===== config.mk =====
export PLATFORM = sky130hd
export DESIGN_NAME = seg7_decoder_rx
export DESIGN_NICKNAME = d
export VERILOG_FILES = /design/src/rtl/seg7_pkg.sv /design/src/rtl/seg7_to_nibble.sv /design/src/rtl/seg7_decoder_rx.sv
export SDC_FILE = /design/constraint.sdc
export NUM_CORES = 1
export LEC_CHECK = 0
export CORE_ASPECT_RATIO = 1.1
export CORE_UTILIZATION = 41
export DETAILED_ROUTE_END_ITERATION = 10
export MAX_ROUTING_LAYER = met4
export SYNTH_ARGS = -nofsm -noshare
export SYNTH_HDL_FRONTEND = slang
export SYNTH_HIERARCHICAL = 1
export SYNTH_SLANG_ARGS = --single-unit

===== constraint.sdc =====
create_clock -name clk -period 2.5 [get_ports clk]
set_clock_uncertainty 0.1 [all_clocks]
set_input_delay 0.25 -clock clk [delete_from_list [all_inputs] [get_ports clk]]
set_output_delay 0.25 -clock clk [all_outputs]
set_load 0.02 [all_outputs]

===== src/rtl/seg7_pkg.sv =====
// Shared constants for the 7-segment result bus: segment encodings (bit6=a .. bit0=g)
// and the receiver state type.
package seg7_pkg;

    localparam int unsigned SEG7_W = 7;

    localparam logic [SEG7_W-1:0] SEG_0 = 7'b1111110;
    localparam logic [SEG7_W-1:0] SEG_1 = 7'b0110000;
    localparam logic [SEG7_W-1:0] SEG_2 = 7'b1101101;
    localparam logic [SEG7_W-1:0] SEG_3 = 7'b1111001;
    localparam logic [SEG7_W-1:0] SEG_4 = 7'b0110011;
    localparam logic [SEG7_W-1:0] SEG_5 = 7'b1011011;
    localparam logic [SEG7_W-1:0] SEG_6 = 7'b1011111;
    localparam logic [SEG7_W-1:0] SEG_7 = 7'b1110000;
    localparam logic [SEG7_W-1:0] SEG_8 = 7'b1111111;
    localparam logic [SEG7_W-1:0] SEG_9 = 7'b1111011;
    localparam logic [SEG7_W-1:0] SEG_A = 7'b1110111;
    localparam logic [SEG7_W-1:0] SEG_B = 7'b0011111;
    localparam logic [SEG7_W-1:0] SEG_C = 7'b1001110;
    localparam logic [SEG7_W-1:0] SEG_D = 7'b0111101;
    localparam logic [SEG7_W-1:0] SEG_E = 7'b1001111;
    localparam logic [SEG7_W-1:0] SEG_F = 7'b1000111;

    typedef enum logic [1:0] {IDLE, SETTLE, EMIT} seg7_rx_state_t;

endpackage


===== src/rtl/seg7_to_nibble.sv =====
// Combinational segment-pattern to nibble lookup; hit_o=0 for any pattern
// outside the code table (nibble_o is then 0).
module seg7_to_nibble
    import seg7_pkg::*;
(
    input  logic [SEG7_W-1:0] seg_i,
    output logic [3:0]        nibble_o,
    output logic              hit_o
);

    always_comb begin
        nibble_o = '0;
        hit_o    = 1'b1;
        case (seg_i)
            SEG_0: nibble_o = 4'h0;
            SEG_1: nibble_o = 4'h1;
            SEG_2: nibble_o = 4'h2;
            SEG_3: nibble_o = 4'h3;
            SEG_4: nibble_o = 4'h4;
            SEG_5: nibble_o = 4'h5;
            SEG_6: nibble_o = 4'h6;
            SEG_7: nibble_o = 4'h7;
            SEG_8: nibble_o = 4'h8;
            SEG_9: nibble_o = 4'h9;
            SEG_A: nibble_o = 4'hA;
            SEG_B: nibble_o = 4'hB;
            SEG_C: nibble_o = 4'hC;
            SEG_D: nibble_o = 4'hD;
            SEG_E: nibble_o = 4'hE;
            SEG_F: nibble_o = 4'hF;
            default: hit_o = 1'b0;
        endcase
    end

endmodule


===== src/rtl/seg7_decoder_rx.sv =====
// 7-segment bus receiver: debounces seg_in for STABLE_CYCLES samples, decodes it and
// offers the nibble over valid/ready. Define SEG7_RX_SYNC_EN to add a 2-flop input synchronizer.
module seg7_decoder_rx
    import seg7_pkg::*;
#(
    parameter int unsigned STABLE_CYCLES = 4
)
(
    input  logic              clk,
    input  logic              rst_n,
    input  logic              enable,
    input  logic [SEG7_W-1:0] seg_in,
    output logic [3:0]        value_o,
    output logic              out_valid,
    input  logic              out_ready,
    output logic              err_o,
    output logic              overrun_o,
    input  logic              clear_i
);

    localparam int unsigned     CNT_W   = (STABLE_CYCLES > 1) ? $clog2(STABLE_CYCLES) : 1;
    localparam logic [CNT_W-1:0] CNT_MAX = CNT_W'(STABLE_CYCLES - 1);

    logic [SEG7_W-1:0] seg_s;
    seg7_rx_state_t    state_q, state_d;
    logic [SEG7_W-1:0] prev_q, prev_d;
    logic [CNT_W-1:0]  cnt_q, cnt_d;
    logic              have_last_q, have_last_d;
    logic [SEG7_W-1:0] last_pat_q, last_pat_d;
    logic [3:0]        value_q, value_d;
    logic              valid_q, valid_d;
    logic              err_q, err_d;
    logic              overrun_q, overrun_d;
    logic [3:0]        nib;
    logic              hit;
    logic              changed;
    logic              stable;

`ifdef SEG7_RX_SYNC_EN
    logic [SEG7_W-1:0] sync1_q, sync2_q;

    always_ff @(posedge clk or negedge rst_n) begin
        if (!rst_n) begin
            sync1_q <= '0;
            sync2_q <= '0;
        end else begin
            sync1_q <= seg_in;
            sync2_q <= sync1_q;
        end
    end

    assign seg_s = sync2_q;
`else
    assign seg_s = seg_in;
`endif

    seg7_to_nibble u_lookup (
        .seg_i    (prev_q),
        .nibble_o (nib),
        .hit_o    (hit)
    );

    assign changed = (seg_s != prev_q);
    assign stable  = (cnt_q == CNT_MAX);

    always_comb begin
        state_d     = state_q;
        prev_d      = prev_q;
        cnt_d       = cnt_q;
        have_last_d = have_last_q;
        last_pat_d  = last_pat_q;
        value_d     = value_q;
        valid_d     = valid_q;
        err_d       = 1'b0;

        if (!enable) begin
            state_d     = IDLE;
            valid_d     = 1'b0;
            cnt_d       = '0;
            prev_d      = seg_s;
            have_last_d = 1'b0;
        end else begin
            case (state_q)
                IDLE: begin
                    // IDLE captures the bus so the enabling edge counts as the first sample
                    cnt_d       = '0;
                    prev_d      = seg_s;
                    have_last_d = 1'b0;
                    state_d     = SETTLE;
                end
                default: begin
                    if (changed) begin
                        prev_d = seg_s;
                        cnt_d  = '0;
                    end else if (!stable) begin
                        cnt_d = cnt_q + 1'b1;
                    end

                    if (state_q == SETTLE) begin
                        if (stable && (!have_last_q || (prev_q != last_pat_q))) begin
                            last_pat_d  = prev_q;
                            have_last_d = 1'b1;
                            if (hit) begin
                                value_d = nib;
                                valid_d = 1'b1;
                                state_d = EMIT;
                            end else begin
                                err_d = 1'b1;
                            end
                        end
                    end else if (out_ready) begin
                        valid_d = 1'b0;
                        state_d = SETTLE;
                    end
                end
            endcase
        end

        overrun_d = (enable && (state_q == EMIT) && changed) || (overrun_q && !clear_i);
    end

    always_ff @(posedge clk or negedge rst_n) begin
        if (!rst_n) begin
            state_q     <= IDLE;
            prev_q      <= '0;
            cnt_q       <= '0;
            have_last_q <= 1'b0;
            last_pat_q  <= '0;
            value_q     <= '0;
            valid_q     <= 1'b0;
            err_q       <= 1'b0;
            overrun_q   <= 1'b0;
        end else begin
            state_q     <= state_d;
            prev_q      <= prev_d;
            cnt_q       <= cnt_d;
            have_last_q <= have_last_d;
            last_pat_q  <= last_pat_d;
            value_q     <= value_d;
            valid_q     <= valid_d;
            err_q       <= err_d;
            overrun_q   <= overrun_d;
        end
    end

    assign value_o   = value_q;
    assign out_valid = valid_q;
    assign err_o     = err_q;
    assign overrun_o = overrun_q;

endmodule


==> summary.md, run 1 <==
| Metric | Value |
|---|---|
| Run status | `complete, no violations` |
| Layout cell share with drive strength beyond 1 | `0.165` |
| Pwr dens | `463 nW/µm²` |
| CP Capture Type | `flop` |
| PortBufs | `18` |
| N_diodes | `0` |
| Setup bufs post-CTS | `0` |
| Worst-path clk slew | `around 150 ps` |
| Vias in the first global route | `1058` |
| Post-synthesis to final-layout area growth | `16.7%` |
| Maximum root-to-sink buffer count | `2` |
| First-pass GRT wire length | `between 4 and 5 mm` |
| Crit Path Max Fanout | `13` |
| Synthesized cell area | `1540 µm²` |
| WS Path Type | `reg2reg` |
| WL final | `between 2 and 3 mm` |
| VDD IR-drop max | `around 0.00028 V` |
| Top delay family on crit path | `simple AND/OR/NAND/NOR gates` |
| Clk_lat worst skew | `about 320 ps` |
| Critical Path RT | `2660 ps` |
| Largest stage delay, worst path | `630 ps` |
| Wire per inst | `14.1 µm` |
| Die area | `3990 µm²` |
| Max-Cap Viols | `0` |
| Arrival time at the worst endpoint | `between 2000 and 2500 ps` |
| Yosys reg bits | `26` |
| Site row count | `22` |
| Via/cell ratio | `5.57` |
| Critical Path Start Type | `flop` |
| Fin crit period | `2210 ps` |
| RSZ-0062 raised after global routing | `no` |
| Yosys warns | `6` |
| Pleak | `~0.00076 µW` |
| Die X | `60.3 µm` |
| Pre-antenna DRT Iters | `4` |
| CTS Buf Count | `3` |
| Syn_area_per_cell | `10.5 µm²` |
| Hold Crit Class | `in2async` |
| Syn nets | `159` |
| Pins over their slew limit | `0` |
| Commonest non-fill, non-tap cell in the layout | `dfrtp_1` |
| Die Span Y | `66.2 µm` |
| Final setup vio count | `0` |
| Period Utilization, post-route | `0.883` |
| Core ar. | `3470 µm²` |
| DRC Markers | `0` |
| Placed Instances | `around 200` |
| CTS tree | `built` |
| Crit path buffers/inverters | `0` |
| Worst slew pin tran | `~520 ps` |
| Final hold vios | `0` |
| Library cells used by synthesis | `47` |
| Clock sinks | `26` |
| Final HPWL DP | `between 2 and 2.5 mm` |
| Fin cells | `between 200 and 250` |
| Global route overflow | `0` |
| Sequential share of the synthesized area | `0.424` |
| Hold Buf Count CTS | `0` |
| Initial antenna violation count | `0` |
| CP Cell Sequence | `or4b_1 > o221a_1 > nand4_1 > o2111ai_1 > a21boi_0` |
| Most frequent cells in the layout | `dfrtp_1 (26), clkdlybuf4s50_1 (18), xnor2_1 (11)` |
| Ys async rst share | `1.00` |
| Starting DRT DRC Count | `50` |
| Main synth FF type | `dfrtp_1` |
| Pin count of the biggest net entering global routing | `27` |
| IO Count | `19` |
| Routability Congestion | `around 0.95` |
| Post-route ant nets | `0` |
| Mapped Cells | `around 150` |
| Gr usage total | `0.168` |
| Setup TNS | `0 ps` |
| Worst reg2reg path depth | `5` |
| Routed vias | `1147` |
| Starting density of the core | `0.443` |
| WP depth | `5` |
| Max-Slew Margin vs Limit | `0.650` |
| Root Driver | `clkbuf_4` |
| Highest Clock Rate | `453 MHz` |
| Crit-path slowest cell | `dfrtp_1` |
| Post-CTS Resized | `0` |
| Final-stage net count | `172` |
| H-tree depth | `1` |
| Post-synth EDFFs | `0` |
logic make-up after synthesis:
family | Yosys count | share of synthesized area
and+or+nand+nor | 49 | 0.204
adders and majority gates | 1 | 0.00815
buffers and inverters | 19 | 0.0554
AOI/OAI and AO/OA | 23 | 0.130
xor gates and xnor gates | 16 | 0.0913
DFF | 26 | 0.424
muxes | 12 | 0.0872
flip-flops by register name, summed over array words and instances, names as in the netlist:
signal	flops
out_valid	1
last_pat_q	7
cnt_q	2
err_o	1
prev_q	7
state_q	2
have_last_q	1
overrun_o	1
value_o	4
per-stage QoR:
step           total power, µW  cell area, µm²  worst slack, ps  hold WS, ps  utilization
4_1_cts                    840            1790              287          180        0.517
3_3_place_gp               544            1740              377          375        0.501
6_report                   830            1790              291          174        0.517
2_1_floorplan              506            1540              497         -146            -
3_5_place_dp               545            1740              312          380        0.501
5_1_grt                    865            1790              155          188        0.517
synthesized netlist by cell type, types with 2 or more instances:
master     instances  area [µm²]
a21oi_1            4        20.0
and3_1             2        12.5
buf_2              5        25.0
clkbuf_1           8        30.0
dfrtp_1           26         651
inv_1              5        18.8
mux2_2            10         113
nand2_1            8        30.0
nand2b_1           3        18.8
nand3_1            6        30.0
nand3b_1           2        15.0
nand4_1            4        25.0
nand4_2            2        25.0
nand4bb_1          2        22.5
nor2_1             7        26.3
nor3_1             2        10.0
nor4bb_1           2        20.0
o211ai_1           4        30.0
o22ai_1            2        12.5
xnor2_1           11        96.3
xor2_1             5        43.8
worst paths after layout:
check / startpoint / slack (ps) / end
setup / recovery: prev_q[4] / 290 / state_q[1]
hold / removal: rst_n / 170 / last_pat_q[1]
setup reg to reg: prev_q[4] / 290 / state_q[1]
hold reg to reg: overrun_o / 410 / overrun_o
max in group asynchronous: rst_n / 1880 / prev_q[2]
min in group clk: seg_in[3] / 300 / prev_q[3]
cell type report:
cell class	count	area [µm²]
Timing Repair Buffer	22	210
Tap cell	48	60.1
Fill cell	317	1680
Clock inverter	1	30.0
Multi-Input combinational cell	101	800
Inverter	5	18.8
Sequential cell	26	651
Clock buffer	3	22.5
metal layers:
metal | vias to the layer above | wire (µm) | global-route usage
li1 | 550 | - | -
met1 | 557 | 1310 | 0.222
met2 | 38 | 1430 | 0.265
met3 | 2 | 140 | 0.0176
met4 | 0 | 15 | 0.0610
met5 | - | 0 | -
power by group:
group / total, µW / internal (µW) / leakage [µW] / switching, µW
Combinational: 86.5 / 46.2 / 0.000391 / 40.4
Clock: 293 / 162 / 0.0000279 / 131
Sequential: 450 / 427 / 0.000345 / 23.4
worst reg2reg max path, stage by stage (launching register included):
cell	delay, ps
dfrtp_1	630
or4b_1	520
o221a_1	260
nand4_1	190
o2111ai_1	240
a21boi_0	210
Note: power is estimated with default switching activity, not from simulation.
==> run 2, diff against run 1 <==
ABC_CLOCK_PERIOD_IN_PS = 2500   (was default)
==> results of run 2 <==
Final layout, timing and power as in run 1 (identical DEF).
==> run 3, diff against run 2 <==
ABC_AREA = 1   (was default)
CORE_UTILIZATION = 55   (was 41)
PLACE_DENSITY = 0.79   (was default)
==> summary.md, run 3 <==
| Metric | Value |
|---|---|
| Main combinational cell family by area after synthesis | `simple AND/OR/NAND/NOR gates (unchanged)` |
| Final HPWL DP | `2.43 mm (was 2.16 mm)` |
| Post-layout util | `0.665 (was 0.517)` |
| Simple-gate share of the synthesized area | `0.382 (was 0.204)` |
| Gr usage total | `0.226 (was 0.168)` |
| Yosys reg bits | `26 (unchanged)` |
| Layout cell share with drive strength beyond 1 | `0.114 (was 0.165)` |
| H-tree depth | `1 (unchanged)` |
| Final setup vio count | `0 (unchanged)` |
| Synth top area share | `0.403 (was 0.424)` |
| Library cells used by synthesis | `24 (was 47)` |
| RSZ-0062 raised after global routing | `no (unchanged)` |
| Post-route ant nets | `0 (unchanged)` |
| Post-synth top area cell | `dfrtp_1 (unchanged)` |
| N_diodes | `0 (unchanged)` |
| Die X | `53.6 µm (was 60.3 µm)` |
| Vias in the first global route | `1179 (was 1058)` |
| Critical Path Start Type | `flop (unchanged)` |
| Post-CTS Resized | `0 (unchanged)` |
| Worst-path clk slew | `150 ps (about the same)` |
| Ys async rst share | `1.00 (unchanged)` |
| Worst slew pin tran | `374 ps (was 525 ps)` |
| Pins over their slew limit | `0 (unchanged)` |
| Mapped Cells | `231 (was 146)` |
| Max-Slew Margin vs Limit | `0.750 (was 0.650)` |
| Wire per inst | `11.1 µm (was 14.1 µm)` |
| Commonest non-fill, non-tap cell in the layout | `nand2_1 (was dfrtp_1)` |
| Via/cell ratio | `4.99 (was 5.57)` |
| DRC Markers | `0 (unchanged)` |
| IO Count | `19 (unchanged)` |
| Setup bufs post-CTS | `0 (unchanged)` |
| Most frequent cells in the layout | `nand2_1 (72), nor2_1 (33), inv_1 (31) (was dfrtp_1 (26), clkdlybuf4s50_1 (18), xnor2_1 (11))` |
| PortBufs | `18 (unchanged)` |
| Most frequent cells after synthesis | `nand2_1 (72), nor2_1 (33), inv_1 (31) (was dfrtp_1 (26), xnor2_1 (11), mux2_2 (10))` |
| Pwr dens | `464 nW/µm² (was 463 nW/µm²)` |
| Fraction of synthesized area in multiplexers | `0.00621 (was 0.0872)` |
| Syn nets | `244 (was 159)` |
| Pin count of the biggest net entering global routing | `27 (unchanged)` |
| Global route overflow | `0 (unchanged)` |
| Maximum root-to-sink buffer count | `2 (unchanged)` |
| Max-Cap Viols | `0 (unchanged)` |
| Final-stage net count | `260 (was 172)` |
| Synth Area in XOR/XNOR | `0.0326 (was 0.0913)` |
| Die area | `3150 µm² (was 3990 µm²)` |
| Yosys warns | `6 (unchanged)` |
| Period Utilization, post-route | `0.828 (was 0.883)` |
| Post-synth EDFFs | `0 (unchanged)` |
| Pre-antenna DRT Iters | `4 (unchanged)` |
| Core ar. | `2780 µm² (was 3470 µm²)` |
| First-pass GRT wire length | `5.11 mm (was 4.88 mm)` |
| Site row count | `20 (was 22)` |
| Root Driver | `clkbuf_4 (unchanged)` |
| CTS tree | `built (unchanged)` |
| Fill cells | `247 (was 317)` |
| Pleak | `0.00100 µW (was 0.000764 µW)` |
| Main area contributors after synthesis | `dfrtp_1 (40%), nand2_1 (17%), nor2_1 (7.7%) (was dfrtp_1 (42%), mux2_2 (7.3%), xnor2_1 (6.3%))` |
| Hold Crit Class | `in2async (unchanged)` |
| Arrival time at the worst endpoint | `2200 ps (was 2370 ps)` |
| Starting DRT DRC Count | `50 (unchanged)` |
| Starting density of the core | `0.581 (was 0.443)` |
| WS Path Type | `reg2reg (unchanged)` |
| Clk_lat worst skew | `320 ps (about the same)` |
| Syn_area_per_cell | `6.98 µm² (was 10.5 µm²)` |
| Synthesized cell area | `1610 µm² (was 1540 µm²)` |
| Highest Clock Rate | `483 MHz (was 453 MHz)` |
| Count leader, synth | `nand2_1 (was dfrtp_1)` |
| Reg2Reg Setup Slack | `430 ps (was 290 ps)` |
| Post-synthesis to final-layout area growth | `14.6% (was 16.7%)` |
| Routed vias | `1392 (was 1147)` |
| Crit Path Max Fanout | `11 (was 13)` |
| CTS Buf Count | `3 (unchanged)` |
| WL final | `3.11 mm (was 2.90 mm)` |
| Setup TNS | `0 ps (unchanged)` |
| Final hold vios | `0 (unchanged)` |
| Main synth FF type | `dfrtp_1 (unchanged)` |
| Hold slack final | `171 ps (was 174 ps)` |
| Routability Congestion | `0.859 (was 0.946)` |
| Initial antenna violation count | `0 (unchanged)` |
| Critical Path RT | `2630 ps (was 2660 ps)` |
| Clock sinks | `26 (unchanged)` |
| Compound-Gate Fraction of Synth Area | `0.0528 (was 0.130)` |
| Adder-cell area share of the yosys netlist | `0.00776 (was 0.00815)` |
| VDD IR-drop max | `0.000273 V (was 0.000281 V)` |
| Sequential share of the synthesized area | `0.403 (was 0.424)` |
| Fin crit period | `2070 ps (was 2210 ps)` |
| Die Span Y | `58.8 µm (was 66.2 µm)` |
| Hold Buf Count CTS | `0 (unchanged)` |
| CP Capture Type | `flop (unchanged)` |
| Run status | `complete, no violations (unchanged)` |
[run 3: critical path: stages, from the launching register on]
cell and delay [ps]:
dfrtp_1 600, nand3_1 270, nor2_1 220, nor2_1 90
nand2_1 70, nor2_1 40, nand2_1 110, nand4_1 100
inv_1 150, nand2_2 110, nand2_1 70, nand2_1 50
[run 3: metal layers]
layer | vias to the layer above | GRT usage | wire length (µm)
li1 | 735 | - | -
met1 | 638 | 0.311 | 1570
met2 | 17 | 0.348 | 1460
met3 | 2 | 0.0181 | 50
met4 | 0 | 0.0752 | 23
met5 | - | - | 0
[run 3: per-stage QoR]
step	power (µW)	instances	setup slack (ps)	instance area [µm²]
after floorplan	528	231	750	1610
after global placement	570	275	522	1800
after detailed placement	572	275	495	1800
after CTS	862	279	472	1850
after global routing	896	279	192	1850
final	857	279	430	1850
[run 3: logic make-up (layout without fill, tap and decap cells)]
family | after synthesis | after routing
AOI/OAI and AO/OA | 11 | 11
buffers and inverters | 45 | 60
DFF | 26 | 26
adders and majority gates | 1 | 1
and+or+nand+nor | 141 | 141
xor gates and xnor gates | 6 | 6
muxes | 1 | 1
[run 3: worst paths after layout]
check                                   to  startpoint  cells past startpoint
max in group asynchronous        prev_q[3]       rst_n                      2
worst min-delay path              cnt_q[1]       rst_n                      2
worst min register to register   out_valid   out_valid                      2
worst max-delay path            value_o[3]   prev_q[5]                     11
min in group clk                 prev_q[3]   seg_in[3]                      1
worst max register to register  value_o[3]   prev_q[5]                     11
[run 3: where the power goes]
part | internal [µW] | switching [µW]
sequential | 431 | 23.5
clock | 162 | 131
combinational | 47.7 | 62.1
[run 3: area by class of cell]
type	count	area [µm²]	share of cell area
multi-input combinational	160	777	0.420
timing repair buffer	19	188	0.102
clock buffer	3	22.5	0.0122
tap	33	41.3	0.0223
sequential	26	651	0.352
clock inverter	1	30.0	0.0162
inverter	37	139	0.0752
